--- config.mk ---
export PLATFORM = sky130hd
export DESIGN_NAME = ea_unit_flat
export DESIGN_NICKNAME = d
export VERILOG_FILES = /design/src/rtl/ea_unit_if.sv /design/src/rtl/ea_unit.sv /design/src/flat_wrapper.sv
export SDC_FILE = /design/constraint.sdc
export NUM_CORES = 1
export LEC_CHECK = 0
export CAP_MARGIN = 10
export CORE_ASPECT_RATIO = 1.2
export CORE_UTILIZATION = 44
export DETAILED_ROUTE_END_ITERATION = 10
export GPL_ROUTABILITY_DRIVEN = 0
export PLACE_DENSITY = 0.95
export SLEW_MARGIN = 30
export SYNTH_ARGS = -nofsm -noshare
export SYNTH_HDL_FRONTEND = slang
export SYNTH_SLANG_ARGS = --single-unit
--- constraint.sdc ---
create_clock -name clk -period 4.35 [get_ports clk]
set_input_delay 0.87 -clock clk [delete_from_list [all_inputs] [get_ports clk]]
set_output_delay 0.87 -clock clk [all_outputs]
set_load 0.05 [all_outputs]
--- src/rtl/ea_unit_if.sv ---
// ea_unit_if: request/result handshake and main-memory bus of the effective-address unit.
// master = the ea_unit side, slave = the requester/memory side.
interface ea_unit_if #(parameter int WORD_W = 12);
  logic              start;
  logic [WORD_W-1:0] ir;
  logic [WORD_W-1:0] instr_pc;
  logic [WORD_W-1:0] ea;
  logic              busy;
  logic              done;
  logic [WORD_W-1:0] mem_address;
  logic              mem_read_enable;
  logic              mem_write_enable;
  logic [WORD_W-1:0] mem_write_data;
  logic [WORD_W-1:0] mem_read_data;
  logic              mem_finished;
  logic              read_type;
  modport master (
    input  start, ir, instr_pc, mem_read_data, mem_finished,
    output ea, busy, done, mem_address, mem_read_enable, mem_write_enable, mem_write_data, read_type
  );
  modport slave (
    output start, ir, instr_pc, mem_read_data, mem_finished,
    input  ea, busy, done, mem_address, mem_read_enable, mem_write_enable, mem_write_data, read_type
  );
endinterface

--- src/rtl/ea_unit.sv ---
// ea_unit: PDP-8 effective-address calculator (direct, current-page, indirect, autoindex).
// Define AUTOINDEX_EN to enable the 0010-0017 autoincrement write-back.
module ea_unit #(
  parameter int WORD_W = 12
) (
  input  logic      clk,
  input  logic      reset_n,
  ea_unit_if.master bus
);
  localparam logic DATA_READ = 1'b0;
  typedef enum logic [2:0] {
    IDLE,
    CALC,
    IND_READ,
`ifdef AUTOINDEX_EN
    AUTO_WRITE,
`endif
    DONE
  } state_t;
  state_t            state_q, state_d;
  logic [WORD_W-1:0] ir_q, ir_d, ea_q, ea_d, dir;
  logic [WORD_W-8:0] page_q, page_d;
  logic              opr;
`ifdef AUTOINDEX_EN
  logic [WORD_W-1:0] ptr_q, ptr_d, ptr_inc;
  logic              auto_addr;
  assign ptr_inc   = ptr_q + WORD_W'(1);
  assign auto_addr = dir[WORD_W-1:3] == (WORD_W-3)'(1);
`endif
  assign dir = ir_q[7] ? {page_q, ir_q[6:0]} : {{(WORD_W-7){1'b0}}, ir_q[6:0]};
  assign opr = ir_q[WORD_W-1:WORD_W-2] == 2'b11;
  always_ff @(posedge clk or negedge reset_n)
    if (!reset_n) begin
      state_q <= IDLE;
      ir_q    <= '0;
      page_q  <= '0;
      ea_q    <= '0;
`ifdef AUTOINDEX_EN
      ptr_q   <= '0;
`endif
    end else begin
      state_q <= state_d;
      ir_q    <= ir_d;
      page_q  <= page_d;
      ea_q    <= ea_d;
`ifdef AUTOINDEX_EN
      ptr_q   <= ptr_d;
`endif
    end
  always_comb begin
    state_d = state_q;
    ir_d    = ir_q;
    page_d  = page_q;
    ea_d    = ea_q;
`ifdef AUTOINDEX_EN
    ptr_d   = ptr_q;
`endif
    case (state_q)
      IDLE: if (bus.start) begin
        state_d = CALC;
        ir_d    = bus.ir;
        page_d  = bus.instr_pc[WORD_W-1:7];
      end
      CALC: begin
        state_d = (ir_q[8] && !opr) ? IND_READ : DONE;
        ea_d    = opr ? '0 : ir_q[8] ? ea_q : dir;
      end
      IND_READ: if (bus.mem_finished) begin
`ifdef AUTOINDEX_EN
        ptr_d   = bus.mem_read_data;
        state_d = auto_addr ? AUTO_WRITE : DONE;
        ea_d    = auto_addr ? ea_q : bus.mem_read_data;
`else
        state_d = DONE;
        ea_d    = bus.mem_read_data;
`endif
      end
`ifdef AUTOINDEX_EN
      AUTO_WRITE: if (bus.mem_finished) begin
        state_d = DONE;
        ea_d    = ptr_inc;
      end
`endif
      DONE: state_d = IDLE;
      default: state_d = IDLE;
    endcase
  end
  // Bus strobes decode straight from the state register, so reset drops them at once.
  assign bus.ea              = ea_q;
  assign bus.busy            = state_q != IDLE;
  assign bus.done            = state_q == DONE;
  assign bus.read_type       = DATA_READ;
  assign bus.mem_read_enable = state_q == IND_READ;
`ifdef AUTOINDEX_EN
  assign bus.mem_write_enable = state_q == AUTO_WRITE;
  assign bus.mem_write_data   = bus.mem_write_enable ? ptr_inc : '0;
  assign bus.mem_address      = (bus.mem_read_enable || bus.mem_write_enable) ? dir : '0;
`else
  assign bus.mem_write_enable = 1'b0;
  assign bus.mem_write_data   = '0;
  assign bus.mem_address      = bus.mem_read_enable ? dir : '0;
`endif
endmodule

--- src/flat_wrapper.sv ---
// flat-port wrapper written by rule: the top's interface ports become plain ports
module ea_unit_flat 
#(
  parameter int WORD_W = 12
)
  (clk, reset_n, bus_start, bus_ir, bus_instr_pc, bus_mem_read_data, bus_mem_finished, bus_ea, bus_busy, bus_done, bus_mem_address, bus_mem_read_enable, bus_mem_write_enable, bus_mem_write_data, bus_read_type);
  ea_unit_if #(.WORD_W(WORD_W)) bus_i ();
  input  logic clk;
  input  logic reset_n;
  input wire logic [$bits(bus_i.start)-1:0] bus_start;
  input wire logic [$bits(bus_i.ir)-1:0] bus_ir;
  input wire logic [$bits(bus_i.instr_pc)-1:0] bus_instr_pc;
  input wire logic [$bits(bus_i.mem_read_data)-1:0] bus_mem_read_data;
  input wire logic [$bits(bus_i.mem_finished)-1:0] bus_mem_finished;
  output wire logic [$bits(bus_i.ea)-1:0] bus_ea;
  output wire logic [$bits(bus_i.busy)-1:0] bus_busy;
  output wire logic [$bits(bus_i.done)-1:0] bus_done;
  output wire logic [$bits(bus_i.mem_address)-1:0] bus_mem_address;
  output wire logic [$bits(bus_i.mem_read_enable)-1:0] bus_mem_read_enable;
  output wire logic [$bits(bus_i.mem_write_enable)-1:0] bus_mem_write_enable;
  output wire logic [$bits(bus_i.mem_write_data)-1:0] bus_mem_write_data;
  output wire logic [$bits(bus_i.read_type)-1:0] bus_read_type;
  assign bus_i.start = bus_start;
  assign bus_i.ir = bus_ir;
  assign bus_i.instr_pc = bus_instr_pc;
  assign bus_i.mem_read_data = bus_mem_read_data;
  assign bus_i.mem_finished = bus_mem_finished;
  assign bus_ea = bus_i.ea;
  assign bus_busy = bus_i.busy;
  assign bus_done = bus_i.done;
  assign bus_mem_address = bus_i.mem_address;
  assign bus_mem_read_enable = bus_i.mem_read_enable;
  assign bus_mem_write_enable = bus_i.mem_write_enable;
  assign bus_mem_write_data = bus_i.mem_write_data;
  assign bus_read_type = bus_i.read_type;
  ea_unit #(.WORD_W(WORD_W)) u_core (.clk(clk), .reset_n(reset_n), .bus(bus_i));
endmodule
==> metrics, run 1 <==
status completed; max-cap violations 0; post-synthesis sequential area ratio 44.4%; GRT Total Usage 18.3%; WP data required 3.48 ns; # fillers 301; Synth Register Bits 30; min cycle time layout 3.60 ns; met3 wire len 158 um; WHS 0.510 ns; Layout Nets 246; Initial Util 46.2%; Synth cell types 27; P&R area growth vs syn 38.1%; Setup crit start kind register; Clock Tree Root clkbuf_8; most frequent cells in the layout clkdlybuf4s50_1 (58), dfrtp_1 (30), mux2_2 (18), conb_1 (14), nor2b_1 (13); Yosys warnings 0; clk_skew 0.00220 ns; buffer count from post-CTS setup fixing 0; final wirelength 3370 um; Lkg Pwr 0.00105 uW; Tot Pwr 2010 uW; Final HPWL DP 2550 um; synthesized cell area 1690 sq um; post-detailed-route count of antenna-violating nets 0; global-route wire length before repair 5550 um; vias per inst 4.68; hold wc startpoint u_core.bus.ea[2]$_DFFE_PN0P_; # DRC 0; diode count 0; clock sink total 30; Hold Buf Count CTS 0; Min-Delay Path Class register to register; die area 4100 sq um; Avg Synthesized Cell Area 12.0 sq um; hold-critical path depth 1; largest net degree at the start of global routing 31; Inserted Clock Buffers 5; Final setup viols 0; RR Startpoint u_core.state_q[0]$_DFFE_PN0P_; Power Dens Cells 862 nW/um^2; first-pass iteration count of the detailed router 4; asr flop ratio synth 100%; FMAX 0.278 GHz; Post-CTS Resized 0; fin util 63.8%; Die W 58.6 um; Post-synth EDFFs 0; Worst Reg2Reg Path Length in Cells 6; top cell type by total area after synthesis dfrtp_1; worst reg2reg setup slack 1.55 ns; Hold Vio Cnt, Final 0; number of port buffers 58; vias in the first global route 1174; H-tree level count 2; Crit. End Element output pin; met2 WL 1740 um; Post-Route Setup TNS 0 ns; clk buf depth 2; initial detailed-routing violation count 20; Arrival @ worst endpoint 2.73 ns; clk slew on worst S/H paths 0.06 ns; slew margin rel. 44.9%; most common cell after layout, fill and taps aside clkdlybuf4s50_1; average wire per cell in the routed design 13.4 um; Mapped Cells 141; Setup Crit Path Kind register to output pin; Chip Height 69.9 um; ys flop type dfrtp_1; io pins 81; RSZ-0062 raised after global routing false; Slew @ Worst Pin 0.827 ns; Area contributors post-synth dfrtp_1 (44%), mux2_2 (12%), buf_4 (6.2%); TritonCTS clock tree yes; core area 3660 sq um; # rows 24; met1 WL 1420 um; VDD IR-drop max 0.387 mV; initial antenna violation count 0; Max Slew Vio Count 0; Max Used Layer met4; Overflow after GRT 0; worst r2r dst u_core.bus.ea[1]$_DFFE_PN0P_; Hold EP u_core.bus.ea[2]$_DFFE_PN0P_; share of cells above drive strength 1 21.0%; final worst-path cycle share 82.7%; CP Max Fanout 25; Clk Latency, worst-skew pair 0.28 ns; DR vias 1180; Yosys top cell area share 44.4%
-- through the flow --
step / cells / cell area [sq um] / setup slack (ns)
2_1_floorplan: 154 / 1740 / 1.37
4_1_cts: 252 / 2340 / 0.741
6_report: 252 / 2340 / 0.752
3_3_place_gp: 246 / 2250 / 1.10
3_5_place_dp: 246 / 2250 / 1.05
5_1_grt: 252 / 2340 / 0.587
-- worst max path at each step --
stage	slack, ns	startpoint	to	depth (start not counted)
3_3_place_gp	1.10	u_core.state_q[0]$_DFFE_PN0P_	bus_mem_address[5]	5
2_1_floorplan	1.37	u_core.state_q[0]$_DFFE_PN0P_	bus_mem_address[10]	6
3_5_place_dp	1.05	u_core.state_q[0]$_DFFE_PN0P_	bus_mem_address[6]	5
5_1_grt	0.59	u_core.state_q[0]$_DFFE_PN0P_	bus_mem_address[6]	5
6_report	0.75	u_core.state_q[0]$_DFFE_PN0P_	bus_mem_address[6]	5
4_1_cts	0.74	u_core.state_q[0]$_DFFE_PN0P_	bus_mem_address[6]	5
-- sequential cells by signal, summed over array words and instances, names as in the netlist --
signal          flops
u_core.page_q       5
u_core.state_q      2
u_core.bus.ea      12
u_core.ir_q        11
-- cells in the mapped netlist, types with 5 or more instances --
master and number:
a22o_2 7, a22oi_1 5, and2_1 7, and3_1 5, buf_4 14, dfrtp_1 30, ha_1 5, inv_1 9
mux2_2 18, mux2_4 5, mux2i_1 5, nor2b_1 13
-- layer usage --
layer,track usage (%),up-vias
met1,21.3,563
met5,0,-
li1,-,572
met4,6.35,0
met3,5.74,7
met2,31.3,38
-- report_power, final --
group | internal (uW) | switching, uW | leakage [uW]
Combinational | 566 | 710 | 0.000643
Clock | 121 | 92.7 | 0.0000431
Sequential | 422 | 103 | 0.000365
-- layout make-up --
cell class              count  area [sq um]  area share, %
repair buffers             60           596           25.5
multi-input cells          95           808           34.6
inverters                   9          33.8           1.45
clock buffers               6          82.6           3.54
well taps                  52          65.1           2.79
flip-flops and latches     30           751           32.1
-- kinds of logic after synthesis --
logic type	synth area share, %
AOI/OAI and AO/OA	10.9
adders and majority gates	3.70
buffers and inverters	10.7
DFF	44.4
muxes	19.4
other	0.222
and+or+nand+nor	10.7
-- worst max-delay path, stage by stage, from the launching register on --
cell and delay (ns):
dfrtp_1 0.43, inv_1 0.10, ha_1 0.64, buf_4 0.31, and2_1 0.16, clkdlybuf4s50_1 0.80
No activity file was read; power rests on OpenSTA's default activity.
==> inputs of run 2 (changes only) <==
- CORE_UTILIZATION: 44 -> 37
- PLACE_DENSITY: 0.95 -> 0.87
- clock period: 4.35 -> 3.11 ns (I/O delays scaled with it)
==> run 2 against run 1 <==
Net effect: global-route usage fell by 3.5 points; sequential power increased by 40%; first-iteration DRC count fell by 70%; setup slack lost 0.15 ns; flip-flop and latch count unchanged; critical path type unchanged; critical endpoint is now bus_busy.
==> metrics, run 2 (synthesis gave the netlist of run 1 again) <==
status completed; Worst Reg2Reg Path Length in Cells 6; slowest cell on the critical path clkdlybuf4s50_1; final worst-path cycle share 80.7%; RR Startpoint u_core.state_q[0]$_DFFE_PN0P_; Hold EP u_core.page_q[3]$_DFFE_PN0P_; FMAX 0.399 GHz; Post-CTS Resized 0; worst reg2reg setup slack 1.06 ns; H-tree level count 2; met2 global-route usage 24.5%; # rows 26; clk slew on worst S/H paths 0.06 ns; Post-Route Setup TNS 0 ns; initial antenna violation count 0; post-detailed-route count of antenna-violating nets 0; largest net degree at the start of global routing 39; share of cells above drive strength 1 27.2%; average wire per cell in the routed design 12.8 um; initial detailed-routing violation count 6; diode count 0; Layout Nets 247; number of port buffers 58; most frequent cells in the layout clkdlybuf4s50_1 (45), dfrtp_1 (30), mux2_2 (18), conb_1 (14), nor2b_1 (13); Lkg Pwr 0.00111 uW; vias per inst 4.60; DR vias 1187; crit-path most repeated cell inv_1; Inserted Clock Buffers 5; first-pass iteration count of the detailed router 2; io pins 81; crit-path cells inv_1 > ha_1 > inv_1 > clkdlybuf4s50_1; # DRC 0; core area 4330 sq um; Setup Crit Path Kind register to output pin; Max Slew Vio Count 0; GR Util met1 17.2%; Final HPWL DP 2550 um; Initial Util 39.1%; Hold Vio Cnt, Final 0; Chip Height 76.1 um; Final setup viols 0; # fillers 368; Overflow after GRT 0; P&R area growth vs syn 45.4%; fin util 56.9%; gr busiest metal met2; Die W 63.7 um; TritonCTS clock tree yes; VDD IR-drop max 0.545 mV; clk_skew 0.00187 ns; hold wc startpoint u_core.page_q[3]$_DFFE_PN0P_; # placed instances 251; Arrival @ worst endpoint 1.89 ns; max-cap violations 0; worst path bufs/invs 3; Power Dens Cells 1190 nW/um^2; Clk Latency, worst-skew pair 0.27 ns; buffer count from post-CTS setup fixing 0; clock sink total 30; WP data required 2.49 ns; Layout Cells excl Fill 258; Setup crit start kind register; max reg flops 12; final wirelength 3300 um; Min-Delay Path Class register to register; most common cell after layout, fill and taps aside clkdlybuf4s50_1; clk buf depth 2; worst r2r dst u_core.bus.ea[7]$_DFFE_PN0P_; min cycle time layout 2.51 ns; Crit path max-delay family buffers and inverters; GRT Total Usage 14.8%; Slew @ Worst Pin 0.693 ns; vias in the first global route 1142; global-route wire length before repair 5530 um; CP Max Fanout 5; Hold Buf Count CTS 0; die area 4850 sq um; GR Util met3 5.69%; Clock Tree Root clkbuf_8; Crit. End Element output pin; RSZ-0062 raised after global routing false; slew margin rel. 53.7%; hold-critical path depth 1; max incr delay on CP 0.79 ns
## run 2: cell count changes in the layout (fill, tap and decap cells not counted)
cell / change
buf_12: +12
buf_4: +2
clkbuf_1: +2
clkbuf_8: -1
clkdlybuf4s50_1: -13
## run 2: worst max-delay path by stage
| stage | startpoint | to | slack, ns | cells after the start |
|---|---|---|---|---|
| 3_3_place_gp | bus_mem_finished | u_core.bus.ea[9]$_DFFE_PN0P_ | 0.71 | 5 |
| 6_report | u_core.state_q[0]$_DFFE_PN0P_ | bus_busy | 0.60 | 4 |
| 3_5_place_dp | bus_mem_finished | u_core.bus.ea[8]$_DFFE_PN0P_ | 0.69 | 5 |
| 4_1_cts | u_core.state_q[0]$_DFFE_PN0P_ | bus_busy | 0.59 | 4 |
| 2_1_floorplan | u_core.state_q[0]$_DFFE_PN0P_ | bus_mem_address[10] | 0.38 | 6 |
| 5_1_grt | u_core.state_q[0]$_DFFE_PN0P_ | bus_busy | 0.51 | 4 |
## run 2: power breakdown
group	internal (uW)	switching (uW)	leakage, uW	total, uW
sequential	590	143	0.000365	733
combinational	902	1020	0.000708	1920
clock	154	130	0.0000383	283
total	1650	1290	0.00111	2940
## run 2: worst reg2reg max path, stage by stage, from the launching register on
cell and delay, ns:
dfrtp_1 0.42, inv_1 0.09, ha_1 0.21, and2b_2 0.23, a311oi_4 0.56, buf_4 0.27, mux2i_1 0.18
## run 2: per-stage QoR
stage	area, sq um	worst slack (ns)	power [uW]	hold slack, ns
6_report	2460	0.601	2940	0.516
2_1_floorplan	1740	0.381	2130	0.326
4_1_cts	2460	0.589	2970	0.514
3_5_place_dp	2380	0.688	2680	0.498
3_3_place_gp	2380	0.707	2630	0.496
5_1_grt	2460	0.507	3100	0.533
## run 2: metal layers
| layer | vias to the layer above | part of all wire [%] |
|---|---|---|
| met3 | 4 | 5.8 |
| met5 | - | 0 |
| met2 | 38 | 53 |
| li1 | 573 | - |
| met4 | 0 | 1.3 |
| met1 | 572 | 40 |
## run 2: final cells by class
cell class              instances  area [sq um]  area share, %
repair buffers                 61           721           29.3
inverters                       9          33.8           1.37
multi-input cells              95           808           32.9
well taps                      56          70.1           2.85
clock buffers                   7          76.3           3.10
flip-flops and latches         30           751           30.5
